<file path="src/rtl/tpu_ifb_pkg.sv">
// tpu_ifb_pkg: shared types and constants for the instruction fetch buffer
package tpu_ifb_pkg;
  localparam int IFB_DEPTH = 32;
  localparam int IFB_ADDR_W = 5;
  localparam int INSTR_W = 32;
  localparam logic [7:0] OP_HALT = 8'hFF;
  typedef enum logic [1:0] {IDLE, FETCH, PRESENT, DONE} ifb_state_e;
endpackage

</file>
<file path="src/rtl/ifb_ram.sv">
// ifb_ram: simple dual-port synchronous RAM, one write port, one registered read port, no reset
module ifb_ram #(
  parameter int DEPTH = 32,
  parameter int ADDR_W = 5,
  parameter int W = 32
) (
  input  logic              clk,
  input  logic              i_we,
  input  logic [ADDR_W-1:0] i_waddr,
  input  logic [W-1:0]      i_wdata,
  input  logic              i_re,
  input  logic [ADDR_W-1:0] i_raddr,
  output logic [W-1:0]      o_rdata
);
  logic [W-1:0] r_mem [DEPTH];
  // write port and registered read port; read data holds when not enabled
  always_ff @(posedge clk) begin
    if (i_we) r_mem[i_waddr] <= i_wdata;
    if (i_re) o_rdata <= r_mem[i_raddr];
  end
endmodule

</file>
<file path="src/rtl/instr_fetch_buffer.sv">
// instr_fetch_buffer: instruction store fetched sequentially to the controller; optional IFB_STALL_CNT_EN adds a stall counter
module instr_fetch_buffer
  import tpu_ifb_pkg::*;
#(
  parameter int DEPTH = IFB_DEPTH,
  parameter int ADDR_W = IFB_ADDR_W,
  parameter int INSTR_W = tpu_ifb_pkg::INSTR_W,
  parameter logic [7:0] HALT_OPCODE = OP_HALT
) (
  input  logic               clk,
  input  logic               rst_n,
  input  logic               instr_wr_en,
  input  logic [ADDR_W-1:0]  instr_wr_addr,
  input  logic [INSTR_W-1:0] instr_wr_data,
  input  logic               start_execution,
  output logic               instr_valid,
  input  logic               instr_ready,
  output logic [INSTR_W-1:0] instr_data,
  output logic [ADDR_W-1:0]  instr_pc,
  output logic               busy,
  output logic               done,
  output logic               wr_blocked,
  output logic [15:0]        stall_count
);
  ifb_state_e r_state, w_state_nxt;
  logic [ADDR_W-1:0] r_pc, w_pc_nxt;
  logic r_wr_blocked;
  logic [INSTR_W-1:0] w_rd_data;
  logic w_halt, w_valid;

  assign w_halt = w_rd_data[INSTR_W-1 -: 8] == HALT_OPCODE;
  assign w_valid = r_state == PRESENT && !w_halt;

  ifb_ram #(.DEPTH(DEPTH), .ADDR_W(ADDR_W), .W(INSTR_W)) u_ram (
    .clk     (clk),
    .i_we    (instr_wr_en && r_state == IDLE),
    .i_waddr (instr_wr_addr),
    .i_wdata (instr_wr_data),
    .i_re    (r_state == FETCH),
    .i_raddr (r_pc),
    .o_rdata (w_rd_data)
  );

  // state, program counter and dropped-write pulse
  always_ff @(posedge clk) begin
    if (!rst_n) begin
      r_state <= IDLE;
      r_pc <= '0;
      r_wr_blocked <= 1'b0;
    end else begin
      r_state <= w_state_nxt;
      r_pc <= w_pc_nxt;
      r_wr_blocked <= instr_wr_en && r_state != IDLE;
    end
  end

  // next-state: HALT is swallowed in PRESENT, last entry terminates without wrap
  always_comb begin
    w_state_nxt = r_state;
    w_pc_nxt = r_pc;
    case (r_state)
      IDLE: if (start_execution) begin
        w_state_nxt = FETCH;
        w_pc_nxt = '0;
      end
      FETCH: w_state_nxt = PRESENT;
      PRESENT: if (w_halt) w_state_nxt = DONE;
        else if (instr_ready) begin
          w_state_nxt = r_pc == ADDR_W'(DEPTH - 1) ? DONE : FETCH;
          w_pc_nxt = r_pc == ADDR_W'(DEPTH - 1) ? r_pc : r_pc + ADDR_W'(1);
        end
      default: w_state_nxt = IDLE;
    endcase
  end

  assign instr_valid = w_valid;
  assign instr_data = w_valid ? w_rd_data : '0;
  assign instr_pc = w_valid ? r_pc : '0;
  assign busy = r_state == FETCH || r_state == PRESENT;
  assign done = r_state == DONE;
  assign wr_blocked = r_wr_blocked;

`ifdef IFB_STALL_CNT_EN
  logic [15:0] r_stall;
  // saturating count of presented-but-not-accepted cycles, cleared on accepted start
  always_ff @(posedge clk) begin
    if (!rst_n) r_stall <= '0;
    else if (start_execution && r_state == IDLE) r_stall <= '0;
    else if (w_valid && !instr_ready && r_stall != 16'hFFFF) r_stall <= r_stall + 16'd1;
  end
  assign stall_count = r_stall;
`else
  assign stall_count = 16'h0000;
`endif
endmodule

</file>
<file path="config.mk">
export PLATFORM = sky130hd
export DESIGN_NAME = instr_fetch_buffer
export DESIGN_NICKNAME = d
export VERILOG_FILES = /design/src/rtl/tpu_ifb_pkg.sv /design/src/rtl/ifb_ram.sv /design/src/rtl/instr_fetch_buffer.sv
export SDC_FILE = /design/constraint.sdc
export NUM_CORES = 1
export LEC_CHECK = 0
export CAP_MARGIN = 20
export CORE_MARGIN = 5
export CORE_UTILIZATION = 66
export DETAILED_ROUTE_END_ITERATION = 16
export GPL_TIMING_DRIVEN = 0
export PLACE_DENSITY = 0.84
export SKIP_LAST_GASP = 1
export SLEW_MARGIN = 25
export SYNTH_ARGS = -nofsm -noshare
export SYNTH_HDL_FRONTEND = slang
export SYNTH_SLANG_ARGS = --single-unit
</file>
<file path="constraint.sdc">
create_clock -name clk -period 5.7 [get_ports clk]
set_clock_uncertainty 0.15 [all_clocks]
set_input_delay 0.57 -clock clk [delete_from_list [all_inputs] [get_ports clk]]
set_output_delay 0.57 -clock clk [all_outputs]
set_load 0.01 [all_outputs]
</file>
==> flow_metrics.py, run 1 <==
metrics = {
    "cts": {
        "cts_made_buffers": 98,
        "cts.repair.resized": 0,
        "root_buffer": "clkbuf_16",
        "htree_levels": 3,
        "cts.sinks": 1064,
        "insertion_delay_ns": 0.66,
        "clk_path_buf_depth": 3,
        "cts_setup_buffers": 0,
        "clkSlewWorstSetupHoldPaths_ns": 0.07,
        "cts_tree": "built",
        "cts_hold_buf": 0,
    },
    "critical_path": {
        "r2r_start": "r_state[0]$_SDFFE_PN0P_",
        "required_ns": 4.98,
        "path_max_fanout": 10,
        "critPathLaunchType": "flop",
        "reg2regPathDepth": 6,
        "rr_endpoint": "u_ram.r_mem[30][12]$_DFFE_PP_",
        "reg2reg_setup_slack_ns": 1.95,
        "worstSetupPathType": "flop to output port",
        "end_kind": "output port",
        "cp_data_arrival_time_ns": 3.96,
    },
    "logic_synthesis": {
        "synth_warnings": 0,
        "async_flop_share_pct": 0,
        "ys_types": 42,
        "syn_inst": 1738,
        "synthFlopType": "edfxtp_1",
        "synth_top_cell_by_area": "edfxtp_1",
        "synth_edf_count": 1056,
        "synth-seq-area-share_pct": 78.3,
        "yosys.area.top_type_share_pct": 78.0,
        "ys_top_cells_by_area": "edfxtp_1, mux4_2, mux4_1, o22ai_1, nor4_2",
        "syn_avg_cell_area_um2": 23.4,
        "synth-seq-cells": 1064,
        "synth_area_um2": 40700,
    },
    "detailed_routing": {
        "routed_wl_mm": 114,
        "drt_iter0_drc": 4101,
        "drc": 0,
        "dr_total_vias": 21800,
        "firstDrtPassIters": 6,
        "avgViaCountPerCell": 7.70,
        "antenna_left": 0,
        "wl_per_cell_um": 40.2,
    },
    "run_status": {
        "run_status": "completed",
    },
    "min_path": {
        "hold_start": "instr_wr_data[16]",
        "holdPathStages": 1,
        "hold_path.class": "input port to flop",
        "whs_endpoint": "u_ram.r_mem[0][16]$_DFFE_PP_",
    },
    "job": {
        "maxCapViolations": 0,
    },
    "floorplan": {
        "dieWidth_um": 258,
        "rows": 91,
        "start_util_pct": 66.3,
        "die_h_um": 258,
        "dieArea_um2": 66700,
        "core_area_um2": 61400,
        "ios": 99,
    },
    "placed_design": {
        "portBuffers": 82,
        "place_congestion": 0.818,
        "dpl.hpwl_mm": 63.5,
        "dp_cells": 2657,
        "placed_cell_area_um2": 43500,
    },
    "timing": {
        "period_needed_ns": 4.68,
        "hold_viol": 0,
        "clock.fmax_ghz": 0.214,
        "tightestPinTransition_ns": 1.13,
        "setup-tns-final_ns": 0,
        "rsz0062_at_grt": "false",
        "post-route-period-util_pct": 82.0,
        "slew_viol_final": 0,
        "finalSetupViolCount": 0,
        "slew_headroom_pct": 24.7,
    },
    "pwr": {
        "p_leak_nw": 14.3,
        "vdd_drop_max_uv": 299,
        "power.total_mw": 16.0,
        "power_density_nw_per_um2": 344,
    },
    "finish": {
        "fin_nets": 2017,
        "final_cell_mix": "edfxtp_1, mux4_2, o22ai_1, clkbuf_16, buf_2",
        "instances_no_fill": 2836,
        "drive_above_1_share_pct": 26.7,
        "final_common_cell": "edfxtp_1",
        "stdcell_area_um2": 46600,
        "syn_to_final_growth_pct": 14.5,
        "antenna_cells": 0,
    },
    "grt": {
        "grt_pass1_wl_mm": 162,
        "grt_pass1_vias": 22100,
        "grt_max_degree": 33,
        "gr-total-overflow": 0,
        "track_usage_pct": 34.6,
        "antenna_found_initial": 0,
    },
}
[cell type report]
| type | instances | area (um2) |
|---|---|---|
| well taps | 790 | 988 |
| multi-input cells | 575 | 8270 |
| clock buffers | 120 | 2600 |
| flip-flops and latches | 1064 | 31900 |
| repair buffers | 115 | 1420 |
| plain buffers | 111 | 833 |
| fillers | 2827 | 14800 |
| inverters | 3 | 11.3 |
| clock inverters | 58 | 596 |
[worst max-delay path by stage]
stage                                 start                       endpoint  slack, ns  depth (start not counted)
CTS                 r_state[0]$_SDFFE_PN0P_                 instr_data[19]       1.10                          7
global route        r_state[0]$_SDFFE_PN0P_                 instr_data[24]       0.95                          7
detailed placement  r_state[0]$_SDFFE_PN0P_                 instr_data[17]       1.86                          7
global placement                instr_wr_en  u_ram.r_mem[12][12]$_DFFE_PP_       0.48                          5
finish              r_state[0]$_SDFFE_PN0P_                 instr_data[17]       1.02                          7
floorplan           r_state[0]$_SDFFE_PN0P_   u_ram.r_mem[12][0]$_DFFE_PP_       2.41                          7
[synthesized netlist by cell type, drive strengths merged, types with 3 or more instances]
master     n
inv        3
or3        4
dfxtp      8
nand2     13
nor2      38
and2      38
clkbuf    33
mux4     256
nand3b     6
edfxtp  1056
o22ai    130
a21oi      3
nor4      32
nand3      5
nor2b      3
ha         7
or3b       3
buf       78
[metrics by stage]
stage | worst slack, ns | utilization, % | hold slack [ns]
floorplan | 2.41 | - | 0.345
global placement | 0.476 | 69.3 | 0.361
detailed placement | 1.86 | 70.9 | 0.396
CTS | 1.10 | 76.1 | 0.409
global route | 0.950 | 75.9 | 0.287
finish | 1.02 | 75.9 | 0.274
[state kept, by name, summed over array words and instances, names as in the netlist]
name and flops:
r_state 2, u_ram.r_mem 1024, wr_blocked 1, u_ram.o_rdata 32, r_pc 5
[kinds of logic after synthesis]
| kind of cell | after synthesis | share of synthesized area [%] |
|---|---|---|
| compound gates | 143 | 2.22 |
| fa+ha+maj | 7 | 0.215 |
| buf+inv | 114 | 2.08 |
| flops | 1064 | 78.3 |
| mux | 258 | 14.7 |
| other cells | 1 | 0.00922 |
| simple gates | 151 | 2.44 |
[worst max-delay path, cell delays in order, from the launching register on]
cell and delay [ns]:
dfxtp_1 0.39, inv_1 0.14, ha_1 0.24, a21boi_1 0.57, buf_2 0.43, clkbuf_1 0.66
and2_1 0.30, clkdlybuf4s50_1 0.56
[metal layers]
metal / wire [um] / share of wire [%] / GRT usage [%]
met5: 0 / 0 / 0
met2: 56400 / 49 / 56.4
met3: 14000 / 12 / 8.03
met4: 6830 / 6.0 / 16.5
met1: 36900 / 32 / 45.5
[where the power goes]
part / internal [mW] / total (mW) / switching (mW) / leakage [nW]
combinational: 0.166 / 0.571 / 0.405 / 3.19
clock: 3.75 / 6.69 / 2.94 / 1.56
sequential: 8.73 / 8.78 / 0.0481 / 9.58
Note: power is estimated with default switching activity, not from simulation.
==> inputs of run 2 (changes only) <==
- CORE_UTILIZATION: 66 -> 55
- PLACE_DENSITY: 0.84 -> 0.75
- clock period: 5.7 -> 3.8 ns (I/O delays scaled with it)
==> run 2 against run 1 <==
  * Count of clock-buffer cells in the layout up 3
  * Final cell count up 6.7%
  * Register-to-register slack worse by 1.8 ns
  * Routed wire length down 10%
  * Global-route usage down 8.7 points
  * Sequential cell count unchanged
  * Via count down 6.5%
  * Design area up 1.2%
  * First-iteration DRC count down 36%
  * Critical path depth unchanged
  * Power up 47%
  * Non-clock buffer count up 14
==> flow_metrics.py, run 2 (synthesis results as in run 1) <==
metrics = {
    "run_status": {
        "run_status": "completed",
    },
    "timing": {
        "clock.fmax_ghz": 0.273,
        "slew_viol_final": 0,
        "holdWs_ns": 0.0489,
        "hold_viol": 0,
        "rsz0062_at_grt": "false",
        "period_needed_ns": 3.67,
        "post-route-period-util_pct": 96.6,
        "slew_headroom_pct": 27.2,
        "tightestPinTransition_ns": 1.09,
        "finalSetupViolCount": 0,
    },
    "critical_path": {
        "slowest_stage": "clkdlybuf4s50_1",
        "required_ns": 3.27,
        "slowest_delay_ns": 0.57,
        "cp_cell_sequence": "inv_1, ha_1, a21boi_4, buf_6, clkbuf_4, and2_1, clkdlybuf4s50_1",
        "critical_path.top_delay_family": "buffers and inverters",
        "cp_data_arrival_time_ns": 3.14,
        "critPathLaunchType": "flop",
        "r2r_start": "r_state[0]$_SDFFE_PN0P_",
        "path_buf_inv": 4,
        "end_kind": "output port",
        "worstSetupPathType": "flop to output port",
        "critPathLaunch": "r_state[0]$_SDFFE_PN0P_",
        "path_max_fanout": 10,
    },
    "finish": {
        "fill_cells": 4473,
        "largest_reg_flops": 1024,
        "syn_to_final_growth_pct": 16.0,
        "final_common_cell": "edfxtp_1",
        "drive_above_1_share_pct": 27.0,
        "top_register": "u_ram.r_mem",
        "top_regs": "u_ram.r_mem x1024, u_ram.o_rdata x32, r_pc x5",
        "fin_nets": 2032,
        "final_cell_mix": "edfxtp_1, mux4_2, o22ai_1, clkbuf_16, clkdlybuf4s50_1",
        "final_core_util_pct": 64.4,
    },
    "placed_design": {
        "dpl.hpwl_mm": 62.8,
        "portBuffers": 82,
        "place_congestion": 0.803,
    },
    "pwr": {
        "power_density_nw_per_um2": 499,
        "p_leak_nw": 14.4,
        "vdd_drop_max_uv": 329,
    },
    "detailed_routing": {
        "drt_iter0_drc": 2611,
        "dr_total_vias": 20400,
        "routed_wl_mm": 102,
        "firstDrtPassIters": 6,
        "wl_per_cell_um": 33.7,
        "antenna_left": 0,
        "drc": 0,
        "avgViaCountPerCell": 6.74,
    },
    "job": {
        "maxCapViolations": 0,
    },
    "floorplan": {
        "ios": 99,
        "rows": 99,
        "die_h_um": 282,
        "core_area_um2": 73200,
        "start_util_pct": 55.6,
        "dieArea_um2": 79500,
        "dieWidth_um": 282,
    },
    "min_path": {
        "hold_start": "instr_wr_data[16]",
        "hold_path.class": "input port to flop",
    },
    "cts": {
        "cts_made_buffers": 99,
        "insertion_delay_ns": 0.67,
        "clkSlewWorstSetupHoldPaths_ns": 0.06,
        "htree_levels": 3,
        "cts_tree": "built",
        "cts_setup_buffers": 0,
        "root_buffer": "clkbuf_16",
        "clk_path_buf_depth": 3,
        "cts.sinks": 1064,
    },
    "grt": {
        "track_usage_pct": 25.9,
        "gr-total-overflow": 0,
        "grt_pass1_vias": 21000,
        "grt_pass1_wl_mm": 147,
        "grt_max_degree": 33,
        "antenna_found_initial": 0,
    },
}
## run 2: worst reg2reg max path, delay by kind of cell (launching register included)
kind | cells | cell delay (ns)
DFF | 1 | 0.39
and+or+nand+nor | 2 | 1.88
adders and majority gates | 1 | 0.16
buffers and inverters | 3 | 0.71
## run 2: metrics by stage
stage / setup slack [ns] / instance area (um2) / total power, mW / TNS [ns] / cells
finish: 0.131 / 47200 / 23.5 / 0 / 3026
global route: 0.0552 / 47200 / 24.2 / 0 / 3025
CTS: 0.0797 / 47300 / 23.6 / 0 / 3025
detailed placement: -0.00502 / 44100 / 14.2 / -0.00557 / 2841
global placement: -1.37 / 42800 / 14.1 / -1165.94 / 2794
floorplan: 0.509 / 40700 / 13.7 / 0 / 1753
## run 2: routing by layer
layer,part of all wire (%),track usage [%],up-vias
li1,-,-,7969
met1,35,33.6,10600
met2,51,43.8,1535
met3,9.9,5.61,260
met4,4.1,10.3,0
met5,0,0,-
## run 2: final cells by class
class / instances / area (um2) / area share [%]
Antenna cell: 1 / 2.50 / 0.00531
Buffer: 111 / 845 / 1.79
Clock buffer: 123 / 2610 / 5.53
Clock inverter: 61 / 508 / 1.08
Inverter: 3 / 11.3 / 0.0239
Multi-Input combinational cell: 575 / 8280 / 17.6
Sequential cell: 1064 / 31900 / 67.6
Tap cell: 959 / 1200 / 2.54
Timing Repair Buffer: 129 / 1840 / 3.90
## run 2: path summary, 6_finish.rpt
check | end | slack (ns) | depth (start not counted)
setup / recovery | instr_data[19] | 0.13 | 7
hold / removal | u_ram.r_mem[19][16]$_DFFE_PP_ | 0.05 | 1
setup reg to reg | u_ram.r_mem[6][12]$_DFFE_PP_ | 0.18 | 6
hold reg to reg | r_state[1]$_SDFFE_PN0P_ | 0.39 | 2
## run 2: repair_timing
action,CTS,global route
resized for setup,6,1
endpoints found under the setup margin,20,2
hold buffers,0,0
pin swaps,0,0
## run 2: power breakdown
part | internal (mW) | leakage, nW | total, mW | switching (mW)
Combinational | 0.266 | 3.36 | 0.838 | 0.572
Clock | 5.26 | 1.50 | 9.55 | 4.29
Sequential | 13.1 | 9.58 | 13.2 | 0.0560
==> inputs of run 3 (changes only) <==
- ABC_AREA: unset -> 1
- CELL_PAD_IN_SITES_DETAIL_PLACEMENT: unset -> 0
- CELL_PAD_IN_SITES_GLOBAL_PLACEMENT: unset -> 2
- CORE_UTILIZATION: 55 -> 39
- PLACE_DENSITY: 0.75 -> unset
- PLACE_DENSITY_LB_ADDON: unset -> 0.1
==> run 3 against run 2 <==
  * Non-clock buffer count is 192 higher
  * Maximum frequency is 0.77% lower
  * Count of clock-buffer cells in the layout is 23 higher
  * Clock power is 13% higher
  * Combinational power grew to 13 times the previous value
  * Utilization is 17 points lower
  * Routed wire length is 53% higher
  * Synthesized area is 6.5% higher
  * First-iteration DRC count is 3.8% higher
==> flow_metrics.py, run 3 <==
metrics = {
    "finish": {
        "largest_reg_flops": 1024,
        "stdcell_area_um2": 52000,
        "syn_to_final_growth_pct": 20.0,
        "fin_nets": 4083,
        "final_common_cell": "nand2_1",
        "top_register": "u_ram.r_mem",
        "instances_no_fill": 5624,
        "top_regs": "u_ram.r_mem x1024, u_ram.o_rdata x32, r_pc x5",
        "drive_above_1_share_pct": 11.4,
        "fill_cells": 10200,
        "final_core_util_pct": 47.1,
        "final_cell_mix": "nand2_1, edfxtp_1, nand3_1, buf_2, clkbuf_16",
    },
    "grt": {
        "gr-total-overflow": 0,
        "antenna_found_initial": 10,
        "grt_pass1_vias": 28200,
        "grt_pass1_wl_mm": 219,
        "track_usage_pct": 26.4,
        "grt_max_degree": 33,
    },
    "detailed_routing": {
        "dr_total_vias": 29200,
        "antenna_left": 0,
        "drt_iter0_drc": 2711,
        "avgViaCountPerCell": 5.20,
        "wl_per_cell_um": 27.9,
        "drc": 0,
        "routed_wl_mm": 157,
        "firstDrtPassIters": 6,
    },
    "timing": {
        "tightestPinTransition_ns": 1.05,
        "finalSetupViolCount": 0,
        "hold_viol": 0,
        "slew_headroom_pct": 29.9,
        "fin_ws_ns": 0.102,
        "clock.fmax_ghz": 0.270,
        "post-route-period-util_pct": 97.3,
        "rsz0062_at_grt": "false",
        "period_needed_ns": 3.70,
        "slew_viol_final": 0,
    },
    "logic_synthesis": {
        "syn_inst": 3710,
        "yosys.area_share.simple_pct": 22.5,
        "synth_area_um2": 43300,
        "syn_avg_cell_area_um2": 11.7,
        "yosys.area.top_type_share_pct": 73.2,
        "synth-seq-cells": 1064,
        "synthAdderAreaFrac_pct": 0.202,
        "synth_compound_gate_area_share_pct": 0.150,
        "synth_common_cells": "nand2_1, edfxtp_1, nand3_1, buf_2, nor2_1",
        "ys_top_cells_by_area": "edfxtp_1, nand2_1, nand3_1, buf_2, nor2_1",
        "synth_edf_count": 1056,
        "synth.area.mux_share_pct": 0,
        "synth-xor-area-share_pct": 0,
        "async_flop_share_pct": 0,
        "synth-seq-area-share_pct": 73.5,
        "ys_types": 20,
        "yosysMostFrequentCell": "nand2_1",
        "synth_top_family_by_area": "simple AND/OR/NAND/NOR gates",
        "synth_warnings": 0,
        "synth_top_cell_by_area": "edfxtp_1",
        "synthFlopType": "edfxtp_1",
    },
    "critical_path": {
        "slowest_delay_ns": 0.65,
        "path_max_fanout": 10,
        "path_buf_inv": 4,
        "cp_data_arrival_time_ns": 3.17,
        "rr_endpoint": "u_ram.o_rdata[18]$_DFFE_PN_",
        "required_ns": 3.27,
        "worstSetupPathType": "flop to output port",
        "critPathLaunchType": "flop",
        "reg2reg_setup_slack_ns": 0.26,
        "r2r_start": "r_pc[2]$_SDFFE_PN0P_",
        "critical_path.top_delay_family": "buffers and inverters",
        "cp.depth": 7,
        "end_kind": "output port",
        "cp_cell_sequence": "inv_1, ha_1, buf_2, nand2_2, buf_6, nor2_1, clkdlybuf4s50_1",
        "slowest_stage": "clkdlybuf4s50_1",
        "reg2regPathDepth": 10,
    },
    "min_path": {
        "holdPathStages": 1,
        "hold_start": "instr_wr_data[26]",
        "hold_path.class": "input port to flop",
        "whs_endpoint": "u_ram.r_mem[17][26]$_DFFE_PP_",
    },
    "run_status": {
        "run_status": "completed",
    },
    "floorplan": {
        "die_h_um": 343,
        "core_area_um2": 111000,
        "rows": 122,
        "dieArea_um2": 118000,
        "dieWidth_um": 343,
        "start_util_pct": 39.2,
        "ios": 99,
    },
    "job": {
        "maxCapViolations": 0,
    },
    "placed_design": {
        "portBuffers": 82,
        "place_congestion": 0.840,
        "dpl.hpwl_mm": 111,
        "pre_cts_slack_ns": -0.134,
        "placed_cell_area_um2": 48200,
        "dp_cells": 5378,
    },
    "cts": {
        "clk_path_buf_depth": 3,
        "root_buffer": "clkbuf_16",
        "cts_made_buffers": 117,
        "cts_tree": "built",
        "insertion_delay_ns": 0.71,
        "clkSlewWorstSetupHoldPaths_ns": 0.06,
        "htree_levels": 3,
        "cts_setup_buffers": 0,
        "cts.sinks": 1064,
    },
    "pwr": {
        "p_comb_share_pct": 30.9,
        "p_switching_mw": 13.0,
        "intPower_mw": 22.2,
        "power_frac_seq_pct": 38.4,
        "p_leak_nw": 19.1,
        "power_density_nw_per_um2": 677,
        "vdd_drop_max_uv": 397,
        "sw_frac_of_total_pct": 36.8,
        "clkPwrFrac_pct": 30.6,
    },
}
==> run 3: changes by cell type in the layout (fill, tap and decap cells not counted), sizes merged, moves of 38 or more <==
cell and delta:
clkbuf +51, buf +148, o22ai -130, inv +50
nand2 +1444, nand3 +778, nor2 +49, and2 -38
mux4 -256
==> run 3: kinds of logic (layout without fill, tap and decap cells) <==
| group | count (synthesis) | count (layout) |
|---|---|---|
| DFF | 1064 | 1064 |
| and+or+nand+nor | 2330 | 2330 |
| adders and majority gates | 7 | 7 |
| AOI/OAI and AO/OA | 13 | 13 |
| buffers and inverters | 295 | 705 |
| other | 1 | 17 |
==> run 3: layout make-up <==
type                    instances  area (um2)  share of cell area [%]
flip-flops and latches       1064       31900                    61.3
clock inverters                74         494                   0.950
diodes                          1        2.50                 0.00481
well taps                    1488        1860                    3.58
inverters                      53         199                   0.382
clock buffers                 146        3080                    5.92
repair buffers                191        2930                    5.62
multi-input cells            2366       10200                    19.6
plain buffers                 241        1390                    2.67
==> run 3: worst max-delay path by stage <==
stage	slack, ns	end	from
after floorplan	0.87	u_ram.r_mem[0][0]$_DFFE_PP_	r_state[0]$_SDFFE_PN0P_
after global placement	-1.91	u_ram.r_mem[13][11]$_DFFE_PP_	instr_wr_en
after detailed placement	-0.13	instr_data[16]	r_state[0]$_SDFFE_PN0P_
after CTS	0.04	instr_pc[2]	r_pc[2]$_SDFFE_PN0P_
after global routing	0.03	instr_data[1]	r_state[0]$_SDFFE_PN0P_
final	0.10	instr_data[1]	r_state[0]$_SDFFE_PN0P_
==> run 3: power by group through the flow <==
stage / Clock (mW) / Sequential (mW) / Combinational [mW]
2_1_floorplan: 0 / 13.8 / 5.58
3_3_place_gp: 0 / 13.8 / 10.7
3_5_place_dp: 0 / 13.8 / 10.9
4_1_cts: 10.9 / 13.5 / 10.9
5_1_grt: 11.4 / 13.6 / 11.7
6_report: 10.8 / 13.5 / 10.9
==> run 3: what timing repair did <==
item | 4_1_cts | 5_1_grt
hold buffers | 26 | 0
hold endpoints to repair | 264 | 0
setup endpoints to repair | 27 | 2
resized for setup | 9 | 1
==> run 3: through the flow <==
stage | power, mW | hold WS [ns] | TNS [ns]
floorplan | 19.3 | 0.329 | 0
global placement | 24.5 | 0.424 | -1368.55
detailed placement | 24.6 | 0.455 | -0.812
CTS | 35.4 | 0.00182 | 0
global route | 36.8 | 0.0273 | 0
finish | 35.2 | 0.0411 | 0
==> run 3: layer usage <==
metal  track usage [%]  routed length (um)
met1              36.2               68000
met2              44.6               76400
met3              3.42                7790
met4              6.94                4450
met5                 0                  15
==> run 3: worst reg2reg max path: cells and delay by family (launching register included) <==
family	cells	cell delay (ns)
DFF	1	0.29
buffers and inverters	4	1.79
and+or+nand+nor	6	1.18
